File: src/rtl/ram_phase_seq.sv
// RAM table loader and phase-accumulator playback sequencer (IDLE / LOAD / PLAY).
// Optional feature: define RAM_PHASE_SEQ_OFFSET_EN to add a phase_offset input applied to playback addressing.
module ram_phase_seq #(
    parameter int ADDRESS_WIDTH = 8,
    parameter int DATA_WIDTH    = 8,
    parameter int FRAC_WIDTH    = 8
) (
    input  logic                                  clk,
    input  logic                                  rst_n,
    input  logic                                  start_load,
    input  logic                                  load_valid,
    input  logic [DATA_WIDTH-1:0]                 load_data,
    output logic                                  load_ready,
    input  logic                                  play_en,
    input  logic [ADDRESS_WIDTH+FRAC_WIDTH-1:0]   incr,
    output logic [ADDRESS_WIDTH-1:0]              ram_addr,
    output logic                                  ram_wr_en,
    output logic [DATA_WIDTH-1:0]                 ram_din,
    output logic                                  busy,
    output logic                                  wrap
`ifdef RAM_PHASE_SEQ_OFFSET_EN
    ,
    input  logic [ADDRESS_WIDTH-1:0]              phase_offset
`endif
);

    localparam int ACC_W = ADDRESS_WIDTH + FRAC_WIDTH;
    localparam logic [ADDRESS_WIDTH-1:0] PTR_ONE  = ADDRESS_WIDTH'(1);
    localparam logic [ADDRESS_WIDTH-1:0] PTR_LAST = '1;

    typedef enum logic [1:0] {IDLE, LOAD, PLAY} state_e;

    state_e                   state_q, state_d;
    logic [ACC_W-1:0]         acc_q, acc_d;
    logic [ADDRESS_WIDTH-1:0] ptr_q, ptr_d;
    logic [ADDRESS_WIDTH-1:0] addr_q, addr_d;
    logic [DATA_WIDTH-1:0]    din_q, din_d;
    logic                     wr_q, wr_d;
    logic                     wrap_q, wrap_d;
    logic [ACC_W:0]           sum;
    logic [ADDRESS_WIDTH-1:0] offset;

`ifdef RAM_PHASE_SEQ_OFFSET_EN
    assign offset = phase_offset;
`else
    assign offset = '0;
`endif

    // The extra top bit of the sum is the accumulator carry-out that drives wrap.
    assign sum = {1'b0, acc_q} + {1'b0, incr};

    always_ff @(posedge clk or negedge rst_n) begin
        if (!rst_n) begin
            state_q <= IDLE;
            acc_q   <= '0;
            ptr_q   <= '0;
            addr_q  <= '0;
            din_q   <= '0;
            wr_q    <= 1'b0;
            wrap_q  <= 1'b0;
        end else begin
            state_q <= state_d;
            acc_q   <= acc_d;
            ptr_q   <= ptr_d;
            addr_q  <= addr_d;
            din_q   <= din_d;
            wr_q    <= wr_d;
            wrap_q  <= wrap_d;
        end
    end

    always_comb begin
        state_d = state_q;
        unique case (state_q)
            IDLE: begin
                if (start_load)   state_d = LOAD;
                else if (play_en) state_d = PLAY;
            end
            LOAD: begin
                if (load_valid && ptr_q == PTR_LAST) state_d = IDLE;
            end
            PLAY: begin
                if (start_load)    state_d = LOAD;
                else if (!play_en) state_d = IDLE;
            end
            default: state_d = IDLE;
        endcase
    end

    // Outside LOAD the address follows the accumulator, so a pause simply holds it.
    always_comb begin
        acc_d  = acc_q;
        ptr_d  = ptr_q;
        addr_d = addr_q;
        din_d  = din_q;
        wr_d   = 1'b0;
        wrap_d = 1'b0;
        unique case (state_q)
            LOAD: begin
                if (load_valid) begin
                    wr_d   = 1'b1;
                    addr_d = ptr_q;
                    din_d  = load_data;
                    ptr_d  = ptr_q + PTR_ONE;
                end
            end
            IDLE, PLAY: begin
                if (start_load) begin
                    acc_d = '0;
                    ptr_d = '0;
                end else if (state_q == PLAY && play_en) begin
                    acc_d  = sum[ACC_W-1:0];
                    wrap_d = sum[ACC_W];
                end
                addr_d = acc_d[ACC_W-1:FRAC_WIDTH] + offset;
            end
            default: ;
        endcase
    end

    assign load_ready = (state_q == LOAD);
    assign busy       = (state_q != IDLE);
    assign ram_addr   = addr_q;
    assign ram_wr_en  = wr_q;
    assign ram_din    = din_q;
    assign wrap       = wrap_q;

endmodule

File: config.mk
export PLATFORM = sky130hd
export DESIGN_NAME = ram_phase_seq
export DESIGN_NICKNAME = d
export VERILOG_FILES = /design/src/rtl/ram_phase_seq.sv
export SDC_FILE = /design/constraint.sdc
export NUM_CORES = 1
export LEC_CHECK = 0
export CAP_MARGIN = 30
export CORE_MARGIN = 3
export CORE_UTILIZATION = 58
export CTS_BUF_LIST = sky130_fd_sc_hd__clkbuf_4
export CTS_CLUSTER_DIAMETER = 200
export CTS_CLUSTER_SIZE = 16
export DETAILED_ROUTE_END_ITERATION = 16
export HOLD_SLACK_MARGIN = 0.1
export PLACE_DENSITY = 0.84
export SLEW_MARGIN = 20
export SYNTH_ARGS = -nofsm -noshare
export SYNTH_HDL_FRONTEND = slang
export SYNTH_SLANG_ARGS = --single-unit
File: constraint.sdc
create_clock -name clk -period 5.9 [get_ports clk]
set_clock_uncertainty 0.1 [all_clocks]
set_input_delay 0.59 -clock clk [delete_from_list [all_inputs] [get_ports clk]]
set_output_delay 0.59 -clock clk [all_outputs]
set_load 0.01 [all_outputs]
==> impl_metrics.ini, run 1 <==
[clocking]
htree_levels = 2
clock_sinks = 44
clk_path_buf_depth = 2
root_buffer = clkbuf_4
cts_buffers = 5
postCtsHoldBufs = 0
clk_pin_slew_ns = 0.14
clk_latency_ns = 0.36
post_cts_buffers = 0
cts_tree = done
cts_resized = 0

[cells_and_area]
layout-drive-gt1-share_pct = 4.59
num_antenna_cells = 0
synthToLayoutAreaGrowth_pct = 22.4
nNetsFinal = 373
nFillCells = 340

[timing]
tightest_slew_ns = 0.778
finalCriticalPeriod_ns = 3.13
slew_viol_final = 0
hold_viol = 0
layout_setup_ws_ns = 2.77
relSlewSlack_pct = 47.9
finalSetupViolCount = 0
period_share_pct = 53.0
fmax_ghz = 0.320
tns_ns = 0
grt_setup_unrepaired = false

[synth]
ys_top_cells_by_count = nand2_1 (49), dfrtp_1 (44), o21ai_0 (27)
async_flop_share_pct = 100
synth_area_per_cell_um2 = 9.19
synth_most_common_cell = nand2_1
ys_warn_count = 0
synth_ff_type = dfrtp_1
ys_seq_elements = 44
synth_edf_count = 0
synth_area_leaders = dfrtp_1 (43%), ha_1 (8.3%), nand2_1 (7.1%)
synthesis.instances = 280
yosys.area.top_type = dfrtp_1
syn_nets = 327
synthDistinctLibCells = 49
yosysSeqAreaShare_pct = 42.8
synthesis.area_um2 = 2570
synth_top_area_share_pct = 42.8

[worst_setup_path]
path_max_fanout = 22
arrival_ns = 3.32
rrSetupSlack_ns = 2.77
required_ns = 6.10
critical_path_class = register to register
crit_path_end_kind = register
cp-start-kind = register

[grt]
overflow = 0
grt_pass1_vias = 2177
grt_pass1_wl_um = 10000
met1_usage_pct = 34.3
grt_max_degree = 45
antenna_found_initial = 0
grt-busiest-layer = met2
grt_usage_pct = 24.1
grt_use_met2_pct = 39.2
globalRouteMet3Util_pct = 3.17

[placement]
port_buffers = 48
dp_hpwl_um = 4410
preCtsSetupSlack_ns = 2.64
routabilityCongestion = 0.860

[outcome]
status = finished, final reports clean

[floorplanning]
rows = 23
die_area_um2 = 5270
pin_count = 49
start_util_pct = 62.1
die_h_um = 72.6
core_region_area_um2 = 4140
die_x_um = 72.6

[power]
power_density_nw_per_um2 = 374
power_uw = 1180
vdd.ir_drop.worst_v = 0.000163
power_leakage_uw = 0.00144

[detailed_routing]
vias_per_cell = 6.01
wl_per_cell_um = 15.7
drtIter0Drc = 196
drt_pass1_iterations = 4
dr_total_vias = 2266
drcViolationCount = 0
finalWirelength_um = 5920
postRouteAntennaNets = 0

[flow_run]
maxCapViolCount = 0

[hold_path]
hp-class = input pin to async pin
-- worst max-delay path, stage by stage, from the launching register on --
cell and delay, ns:
dfrtp_1 0.76, and2b_1 0.26, nand2_1 0.39, inv_1 0.66
o2111ai_1 0.34, or3_1 0.41, a21oi_1 0.14
-- flip-flops by register name (all words and copies together), names as in the netlist --
signal     count
state_q        2
ram_wr_en      1
ram_din        8
ptr_q          8
wrap           1
ram_addr       8
acc_q         16
-- final timing paths --
| path | to | cells past startpoint | startpoint |
|---|---|---|---|
| worst min register to register | ram_din[4] | 2 | ram_din[4] |
| worst max register to register | ptr_q[7] | 6 | state_q[0] |
| min in group clk | ram_din[4] | 2 | ram_din[4] |
| max in group asynchronous | acc_q[14] | 2 | rst_n |
| worst min-delay path | ptr_q[7] | 1 | rst_n |
| worst max-delay path | ptr_q[7] | 6 | state_q[0] |
-- cells by family after synthesis --
logic type               after synthesis  share of synthesized area (%)
flip-flops                            44                           42.8
buffers and inverters                 13                           1.99
adder cells (fa/ha/maj)               18                           9.04
AO/OA/AOI/OAI                         83                           21.6
multiplexers                           2                          0.778
XOR/XNOR                              16                           5.44
AND/OR/NAND/NOR                      104                           18.3
-- layout by cell type (no fill, tap or decap), types with 3 or more instances in the layout --
cell,Yosys,routed
clkdlybuf4s50_1,0,47
clkbuf_4,0,5
nor3_1,4,4
nand2b_1,4,4
a22o_1,4,4
ha_1,17,17
o21bai_1,3,3
and3_1,4,4
a211oi_1,5,5
o21ai_0,27,27
xnor2_1,6,6
nand3_1,5,5
nand2_1,49,49
nor2_1,21,21
dfrtp_1,44,44
inv_1,3,3
a221o_1,3,3
a21oi_1,15,15
a21o_1,3,3
a221oi_1,4,4
xor2_1,10,10
nand4_1,4,4
-- metal layers --
layer / up-vias / share of wire, % / routed length, µm
met5: - / 0 / 0
met4: 0 / 1.1 / 63
met3: 7 / 5.2 / 308
met2: 61 / 46 / 2750
met1: 1089 / 47 / 2800
li1: 1109 / - / -
-- power breakdown --
| part | internal, µW | total, µW | switching, µW |
|---|---|---|---|
| registers | 389 | 476 | 87.3 |
| logic | 273 | 558 | 285 |
| clock network | 43.9 | 142 | 98.6 |
| total | 706 | 1180 | 471 |
-- metrics by stage --
step / util [%] / hold slack, ns / std cells / cell area, µm²
2_1_floorplan: - / 0.194 / 280 / 2570
6_report: 76.0 / 0.0893 / 377 / 3150
3_5_place_dp: 74.1 / 0.363 / 368 / 3070
4_1_cts: 75.4 / 0.296 / 376 / 3120
5_1_grt: 76.0 / 0.108 / 377 / 3150
3_3_place_gp: 74.1 / 0.358 / 368 / 3070
-- layout make-up --
cell class | instances | area (µm²) | share of cell area [%]
clock buffer | 5 | 37.5 | 1.19
clock inverter | 3 | 13.8 | 0.437
inverter | 3 | 11.3 | 0.357
multi-input combinational | 223 | 1420 | 45.1
sequential | 44 | 1100 | 34.9
tap | 50 | 62.6 | 1.99
timing repair buffer | 49 | 503 | 16.0
Power figures use the tool's default switching activity.
==> inputs of run 2 (changes only) <==
- CORE_UTILIZATION: 58 -> 49
- PLACE_DENSITY: 0.84 -> 0.75
- clock period: 5.9 -> 2.8 ns (I/O delays scaled with it)
==> impl_metrics.ini, run 2 (synthesized netlist as in run 1, its figures left out) <==
[floorplanning]
rows = 25
die_area_um2 = 6160
core_region_area_um2 = 4910
pin_count = 49
start_util_pct = 52.4
die_x_um = 78.5
die_h_um = 78.5

[worst_setup_path]
arrival_ns = 2.66
critical_path_class = register to register
r2r_start = acc_q[0]
critPathCapture = ram_addr[7]
path_max_fanout = 3
rrSetupSlack_ns = 0.29
rr_endpoint = ram_addr[7]
cp-start-kind = register
worstSetupStartpoint = acc_q[0]
crit_path_end_kind = register
worst_r2r_path_depth = 8
required_ns = 2.95

[grt]
overflow = 0
grt_usage_pct = 20.3
globalRouteMet3Util_pct = 3.56
grt_pass1_wl_um = 10000
grt-busiest-layer = met2
grt_use_met2_pct = 31.2
antenna_found_initial = 0
met1_usage_pct = 29.5
grt_pass1_vias = 2133
grt_max_degree = 25

[clocking]
clk_path_buf_depth = 2
cts_resized = 0
cts_buffers = 5
clk_latency_ns = 0.36
postCtsHoldBufs = 1
clock_sinks = 44
cts_tree = done
clk_pin_slew_ns = 0.13
root_buffer = clkbuf_4
post_cts_buffers = 0
htree_levels = 2

[timing]
finalCriticalPeriod_ns = 2.51
relSlewSlack_pct = 63.9
slew_viol_final = 0
tns_ns = 0
finalSetupViolCount = 0
tightest_slew_ns = 0.542
hold_viol = 0
grt_setup_unrepaired = false
period_share_pct = 89.6
fmax_ghz = 0.399

[detailed_routing]
postRouteAntennaNets = 0
wl_per_cell_um = 14.6
drtIter0Drc = 139
dr_total_vias = 2269
drt_pass1_iterations = 4
finalWirelength_um = 5920
vias_per_cell = 5.59
drcViolationCount = 0

[power]
power_leakage_uw = 0.00149
vdd.ir_drop.worst_v = 0.000308
power_density_nw_per_um2 = 781
power_uw = 2550

[cells_and_area]
largest_reg_flops = 16
nNetsFinal = 385
final_cell_mix = nand2_1 (49), clkdlybuf4s50_1 (47), dfrtp_1 (44)
final_common_cell = nand2_1
layout-drive-gt1-share_pct = 7.67
synthToLayoutAreaGrowth_pct = 27.0
largest-register = acc_q
fin_util_pct = 66.6
nFillCells = 419
num_antenna_cells = 0

[flow_run]
maxCapViolCount = 0

[placement]
routabilityCongestion = 0.926
dp_hpwl_um = 4570
port_buffers = 48

[hold_path]
hp-class = input pin to async pin

[outcome]
status = finished, final reports clean
run 2: final cells by class:
| class | count | area [µm²] | area share (%) |
|---|---|---|---|
| multi-input cells | 223 | 1420 | 43.5 |
| flip-flops and latches | 44 | 1100 | 33.7 |
| repair buffers | 61 | 596 | 18.2 |
| well taps | 67 | 83.8 | 2.56 |
| clock buffers | 5 | 37.5 | 1.15 |
| clock inverters | 3 | 18.8 | 0.574 |
| inverters | 3 | 11.3 | 0.344 |
run 2: how the worst min path moves through the flow:
stage                     startpoint    endpoint
after floorplan                rst_n    acc_q[0]
after global placement    ram_din[6]  ram_din[6]
after detailed placement       rst_n    acc_q[0]
after CTS                      rst_n    acc_q[4]
after global routing           rst_n    acc_q[4]
final                          rst_n    acc_q[4]
run 2: layer usage:
layer | wire length [µm] | part of all wire (%)
met1 | 2930 | 49
met2 | 2650 | 45
met3 | 254 | 4.3
met4 | 88 | 1.5
met5 | 0 | 0
run 2: critical path, stage by stage, from the launching register on:
cell and delay (ns):
dfrtp_1 0.42, ha_1 0.22, buf_4 0.14, a211oi_1 0.41
o21ai_2 0.15, a311oi_1 0.35, o32ai_1 0.18, xor2_1 0.19
o221a_1 0.25
run 2: power breakdown:
part / leakage, µW / internal, µW / switching (µW)
logic: 0.000896 / 637 / 641
clock network: 0.0000249 / 94.7 / 210
registers: 0.000572 / 820 / 149
run 2: metrics by stage:
step / instance area, µm² / setup WS [ns] / instances / hold WS, ns
after detailed placement: 3200 / 0.00313 / 397 / 0.193
after floorplan: 2570 / 0.356 / 280 / -0.116
after global routing: 3270 / 0.171 / 406 / 0.337
after CTS: 3270 / 0.304 / 406 / 0.319
after global placement: 3180 / 0.0145 / 396 / 0.355
final: 3270 / 0.291 / 406 / 0.328
